==> src/rtl/regfile_dump_ctrl.sv <==
`default_nettype none
// ============================================================================
// Module   : regfile_dump_ctrl
// Purpose  : Walks an inclusive, optionally wrapping range of register-file
//            indices through one async read port and streams (index, data)
//            beats out over a valid/ready handshake.
// Revision : 1.0 - initial release
// ============================================================================
module regfile_dump_ctrl #(
    parameter int NREGS = 32,
    parameter int AW    = 5,
    parameter int DW    = 32
) (
    input  logic          clk,
    input  logic          rst,
    input  logic          start,
    input  logic          abort,
    input  logic [AW-1:0] first_reg,
    input  logic [AW-1:0] last_reg,
    output logic [AW-1:0] ra,
    input  logic [DW-1:0] rd,
    output logic          out_valid,
    input  logic          out_ready,
    output logic [AW-1:0] out_addr,
    output logic [DW-1:0] out_data,
    output logic          out_last,
    output logic          busy,
    output logic          done
);

    typedef enum logic [1:0] {
        S_IDLE = 2'd0,
        S_RUN  = 2'd1,
        S_DONE = 2'd2
    } state_t;

    localparam logic [AW:0]   C_ONE      = (AW+1)'(1);
    localparam logic [AW-1:0] C_LAST_IDX = AW'(NREGS - 1);

    state_t        r_state;
    logic [AW-1:0] r_ptr;
    logic [AW:0]   r_remaining;
    logic          r_out_valid;
    logic [AW-1:0] r_out_addr;
    logic [DW-1:0] r_out_data;
    logic          r_out_last;
    logic          r_busy;
    logic          r_done;

    logic [AW-1:0] w_span;
    logic          w_load;
    logic          w_handshake;

    // Range length minus one; AW-bit subtraction gives the wrap for free.
    assign w_span      = last_reg - first_reg;
    assign w_load      = (r_remaining != '0) && (!r_out_valid || out_ready);
    assign w_handshake = r_out_valid && out_ready;

    assign ra        = (r_state == S_RUN) ? r_ptr : '0;
    assign out_valid = r_out_valid;
    assign out_addr  = r_out_addr;
    assign out_data  = r_out_data;
    assign out_last  = r_out_last;
    assign busy      = r_busy;
    assign done      = r_done;

    always_ff @(posedge clk) begin
        if (rst) begin
            r_state     <= S_IDLE;
            r_ptr       <= '0;
            r_remaining <= '0;
            r_out_valid <= 1'b0;
            r_out_addr  <= '0;
            r_out_data  <= '0;
            r_out_last  <= 1'b0;
            r_busy      <= 1'b0;
            r_done      <= 1'b0;
        end else begin
            case (r_state)
                S_IDLE: begin
                    r_done <= 1'b0;
                    if (start) begin
                        r_ptr       <= first_reg;
                        r_remaining <= {1'b0, w_span} + C_ONE;
                        r_busy      <= 1'b1;
                        r_state     <= S_RUN;
                    end
                end
                S_RUN: begin
                    if (abort) begin
                        r_out_valid <= 1'b0;
                        r_busy      <= 1'b0;
                        r_state     <= S_IDLE;
                    end else begin
                        if (w_load) begin
                            r_out_data  <= rd;
                            r_out_addr  <= r_ptr;
                            r_out_last  <= (r_remaining == C_ONE);
                            r_out_valid <= 1'b1;
                            r_ptr       <= (r_ptr == C_LAST_IDX) ? '0 : r_ptr + AW'(1);
                            r_remaining <= r_remaining - C_ONE;
                        end else if (w_handshake) begin
                            r_out_valid <= 1'b0;
                        end
                        // Final beat accepted: remaining is already 0, so no load collides here.
                        if (w_handshake && r_out_last) begin
                            r_out_valid <= 1'b0;
                            r_done      <= 1'b1;
                            r_state     <= S_DONE;
                        end
                    end
                end
                S_DONE: begin
                    r_done  <= 1'b0;
                    r_busy  <= 1'b0;
                    r_state <= S_IDLE;
                end
                default: begin
                    r_state <= S_IDLE;
                end
            endcase
        end
    end

endmodule
`default_nettype wire

==> config.mk <==
export PLATFORM = sky130hd
export DESIGN_NAME = regfile_dump_ctrl
export DESIGN_NICKNAME = d
export VERILOG_FILES = /design/src/rtl/regfile_dump_ctrl.sv
export SDC_FILE = /design/constraint.sdc
export NUM_CORES = 1
export LEC_CHECK = 0
export CORE_AREA = 2 2 79 81
export DETAILED_ROUTE_END_ITERATION = 6
export DIE_AREA = 0 0 81 83
export HOLD_SLACK_MARGIN = 0.02
export PLACE_DENSITY = 0.81
export SETUP_SLACK_MARGIN = 0.4
export SLEW_MARGIN = 10
export SYNTH_ARGS = -nofsm -noshare
export SYNTH_HDL_FRONTEND = slang
export SYNTH_SLANG_ARGS = --single-unit
==> constraint.sdc <==
create_clock -name clk -period 4.28 [get_ports clk]
set_input_delay 0.856 -clock clk [delete_from_list [all_inputs] [get_ports clk]]
set_output_delay 0.856 -clock clk [all_outputs]
set_load 0.02 [all_outputs]
==> Yosys cells after proc, flatten, opt, wreduce, memory -nomap -nowiden <==
Index checks and enable logic that the tools add are counted.
{ "word_totals": {"register_bits": 54, "out_inout_bits": 46, "word_cells": 66} }
{ "op_classes": {"addsub": 4, "eq_ne": 10, "n_mux": 24, "bitwise_logic": 1, "n_reduce_logical": 18} }
{ "op_table": {"columns": ["cell", "count"], "rows": [
  ["two-way mux 5 bit", 5],
  ["two-way mux 6 bit", 3],
  ["case mux 6 bit (2 select lines)", 1],
  ["case mux 5 bit (2 select lines)", 1],
  ["AND reduction 3 bit", 3],
  ["two-way mux 1 bit", 8],
  ["!= test 2 bit, second input constant", 4],
  ["adder 5 x 1 -> 6 bit, second input constant", 1],
  ["== test 6 x 1 -> 1 bit, second input constant", 1],
  ["two-way mux 2 bit", 3],
  ["nonzero test 6 bit", 1],
  ["subtractor 6 x 1 -> 6 bit, second input constant", 1],
  ["adder 5 x 1 -> 5 bit, second input constant", 1],
  ["== test 5 bit, second input constant", 1],
  ["subtractor 5 bit", 1],
  ["case mux 2 bit (2 select lines)", 1],
  ["AND reduction 2 bit", 2],
  ["AND reduction 4 bit", 1],
  ["nonzero test 2 bit", 2],
  ["nonzero test 4 bit", 1],
  ["logical AND 1 bit", 3],
  ["!= test 3 x 2 -> 1 bit, second input constant", 1],
  ["case mux 1 bit (3 select lines)", 1],
  ["nonzero test 3 bit", 1],
  ["other kinds (9)", 9]
]} }

==> Longest topological paths before layout <==
{ "depth": {"word_depth": 6, "depth_mapped": 9, "ltp_nobuf": 9} }

==> Worst setup path before layout <==
Ideal clock, no wire load.
{ "synth_path": {"path_type": "in2reg", "startpoint": "in last_reg[0]", "endpoint": "reg r_remaining[3]", "t_arrival_ns": 2.316, "required_ns": 4.188, "path_slack_ns": 1.872, "cell_stages": 8, "n_path_buf": 0, "path_cell_list": "inv_1 > ha_1 > inv_1 > fa_1 > xor2_1 > a31oi_1 > mux2_2 > o32ai_1"} }
{ "synth_between": {"elab_chain_len": 4} }
{ "synth_lines": {"columns": ["element", "line_no", "rtl"], "rows": [
  ["start, declared", "19", "input logic [AW-1:0] last_reg,"],
  ["subtractor 5 bit", "55", "assign w_span = last_reg - first_reg;"],
  ["adder 5 x 1 -> 6 bit", "84", "r_remaining <= {1'b0, w_span} + C_ONE;"],
  ["two-way mux 6 bit", "82", "if (start) begin"],
  ["case mux 6 bit (2 select lines)", "79", "case (r_state)"],
  ["end signal, assigned", "84", null],
  ["end signal, assigned", "101", "r_remaining <= r_remaining - C_ONE;"],
  ["end, declared", "42", "logic [AW:0] r_remaining;"]
]} }
No other way between the ends. The select of a mux whose other input is x is not followed.
A chain may end at the register's enable or synchronous reset.

==> Worst setup path in the final report <==
{ "layout_path": {"startpoint": "reg r_state[1]", "endpoint": "out ra[3]"} }
{ "layout_between": {"elab_chain_len": 2} }
{ "layout_lines": {"columns": ["element", "line_no", "rtl"], "rows": [
  ["start, declared", "40", "state_t r_state;"],
  ["start signal, assigned", "69", "r_state <= S_IDLE;"],
  ["start signal, assigned", "86", "r_state <= S_RUN;"],
  ["start signal, assigned", "93", "r_state <= S_IDLE;"],
  ["== test 2 x 1 -> 1 bit", "59", "assign ra = (r_state == S_RUN) ? r_ptr : '0;"],
  ["two-way mux 5 bit", "59", null],
  ["end, declared", "20", "output logic [AW-1:0] ra,"]
]} }
No other way between the ends.

==> flow_summary.ini <==
[pwr]
p_total_mw = 1.17
cellLeakagePower_nw = 1.32
p_comb_share_pct = 27.3
seq_power_share_pct = 48.7
power_density_mw_per_mm2 = 322
power_frac_clock_pct = 24.0
p_int_uw = 804
p_switching_uw = 365
vdd_drop_max_v = 0.000159
swShare_pct = 31.3

[clock_tree]
cts_setup_buffers = 0
clock_latency_ns = 0.31
cts.clk_slew.worst_paths_ns = 0.09
cts_buffer_depth = 2
ctsRootBufferMaster = clkbuf_8
cts_num_sinks = 54
cts_buffers = 5
cts_tree = done
cts_max_level = 2
cts.hold.buffers_added = 0
cts_resized = 0

[routing]
routed_wl_mm = 6.45
vias = 2511
routedWlPerCell_um = 13.3
viasPerCell = 5.18
drt_iter0_drc = 98
drcViolationCount = 0
dr.pass1.iters = 4
drtAntennaViolNets = 0

[sta]
setup_viol = 0
fmax_mhz = 339
rsz0062_at_grt = false
min_period_ns = 2.95
finalSetupTns_ns = 0
finalCritPeriodShare_pct = 69.0
relSlewSlack_pct = 50.0
fin_worst_skew_ns = 0.00672
hold_violations = 0
timing.final.ws_setup_ns = 1.33
slew_violations = 0
worst_pin_slew_ns = 0.745

[floorplanning]
core_area_mm2 = 0.00582
fp.dieW_um = 81
num_rows = 28
initial_core_util_pct = 44.6
io_pins = 93
die_y_um = 83
die_area_mm2 = 0.00672

[placed_design]
placed_area_mm2 = 0.00355
place_congestion = 0.848
io_buffers = 92
pre_cts_slack_ns = 1.23
dpl.hpwl_mm = 4.73

[yosys]
synth_ff_type = dfxtp_1
ys_seq_elements = 54
synth.distinct_cells = 45
synthTopCellsByArea = dfxtp_1, nand2_1, a21oi_1
syn_nets = 386
yosysTopAreaCellShare_pct = 41.7
syn_area_mm2 = 0.00259
ys.warnings.count = 0
ys_async_sr_fraction_pct = 0
seq_area_frac_synth_pct = 41.7
syn_area_per_cell_um2 = 8.01
synthCells = 324
synth_edf_count = 0
yosys.area.top_type = dfxtp_1

[finish]
design_area_mm2 = 0.00363
drive_gt1_share_pct = 4.15
fill_cells = 532
antenna_cells = 0
syn_to_final_growth_pct = 40.1
nets = 471
utilization_pct = 62.5

[job]
drv_cap = 0

[outcome]
outcome = finished, final reports clean

[global_route]
grt_usage_pct = 18.9
grt_antenna_before_repair = 0
grt_pass1_vias = 2339
grt_first_pass_wirelength_mm = 10.3
grt_start_max_net_pins = 39
grt-ovfl-total = 0

[setup_path]
timing_worst_setup_path_type = register to output port
cp-end-kind = output port
worstPathRequired_ns = 3.42
cp_cell_sequence = inv_1, ha_1, buf_4, and2_1, clkdlybuf4s50_1
max_stage_delay_ns = 0.60
reg2reg_depth = 7
cp.arrival_ns = 2.10
path_max_fanout = 25
start_kind = register
cp_slowest_cell = clkdlybuf4s50_1

[min_path]
hold_path_depth = 2
hold_path.class = register to register
layout by cell type, fill, tap and decap left out, types with 3 or more instances in the layout:
cell,instances
clkdlybuf4s50_1,91
nand2_1,83
dfxtp_1,54
a21oi_1,48
nor2_1,17
inv_1,15
ha_1,14
nand3_1,6
and2_1,5
o21ai_1,5
clkbuf_8,5
buf_4,5
nand2b_1,4
nor2b_1,4
xnor2_1,4
o22ai_1,4
mux2i_1,3
a211oi_1,3
o211ai_1,3
nor3_1,3
logic make-up (layout without fill, tap and decap cells):
family,Yosys count,after routing,synth area share [%]
and+or+nand+nor,130,130,22.1
AOI/OAI and AO/OA,81,81,19.3
DFF,54,54,41.7
buffers and inverters,34,120,5.79
adders and majority gates,15,15,7.52
xor gates and xnor gates,6,6,2.03
muxes,4,4,1.59
cell type report:
type / count / area (um2) / share of cell area [%]
multi-input combinational: 236 / 1360 / 37.5
timing repair buffer: 97 / 953 / 26.2
inverter: 15 / 56.3 / 1.55
sequential: 54 / 1080 / 29.7
clock inverter: 2 / 13.8 / 0.379
tap: 75 / 93.8 / 2.58
clock buffer: 6 / 72.6 / 2.00
registers in the layout, indices dropped and copies added (netlist names):
register / flops
r_remaining: 6
r_state: 2
r_ptr: 5
out_last: 1
busy: 1
out_data: 32
out_addr: 5
done: 1
out_valid: 1
cell usage after synthesis (all sizes together) (2+ instances only):
| cell type | n |
|---|---|
| and2 | 5 |
| a221oi | 3 |
| a211oi | 4 |
| nor2 | 17 |
| buf | 9 |
| dfxtp | 54 |
| a21oi | 48 |
| xnor2 | 4 |
| clkbuf | 10 |
| nor2b | 4 |
| nand2 | 83 |
| nand2b | 4 |
| ha | 14 |
| or3 | 2 |
| o32ai | 2 |
| nand3 | 6 |
| xor2 | 2 |
| nor3 | 3 |
| o211ai | 3 |
| nand3b | 2 |
| mux2i | 3 |
| inv | 15 |
| o22ai | 4 |
| o21ai | 6 |
| o31ai | 2 |
stage by stage:
step                hold WS [ns]  cells
finish                     0.456    485
global route               0.480    485
CTS                        0.459    485
detailed placement         0.445    477
global placement           0.440    477
floorplan                  0.458    324
layer usage:
layer	up-vias	part of all wire [%]	GRT usage, %
met5	-	0	0
met2	98	48	33.2
met1	1134	42	22.3
li1	1266	-	-
met3	13	7.8	3.70
met4	0	2.1	6.47
power groups by stage:
stage / Combinational [mW] / Clock [mW] / Sequential (mW)
2_1_floorplan: 0.182 / 0 / 0.595
3_3_place_gp: 0.313 / 0 / 0.579
3_5_place_dp: 0.319 / 0 / 0.580
4_1_cts: 0.321 / 0.286 / 0.569
5_1_grt: 0.353 / 0.303 / 0.574
6_report: 0.320 / 0.281 / 0.569
worst paths after layout:
check | startpoint | end | slack (ns)
worst min register to register | out_data[5] | out_data[5] | 0.46
worst max-delay path | r_state[1] | ra[3] | 1.33
worst max register to register | r_remaining[0] | r_remaining[4] | 1.92
worst min-delay path | out_data[5] | out_data[5] | 0.46
worst max-delay path: cells and delay by family, from the launching register on:
family,cells,cell delay (ns)
simple gates,1,0.18
fa+ha+maj,1,0.26
flops,1,0.34
buf+inv,3,1.00
No activity file was read; power rests on OpenSTA's default activity.
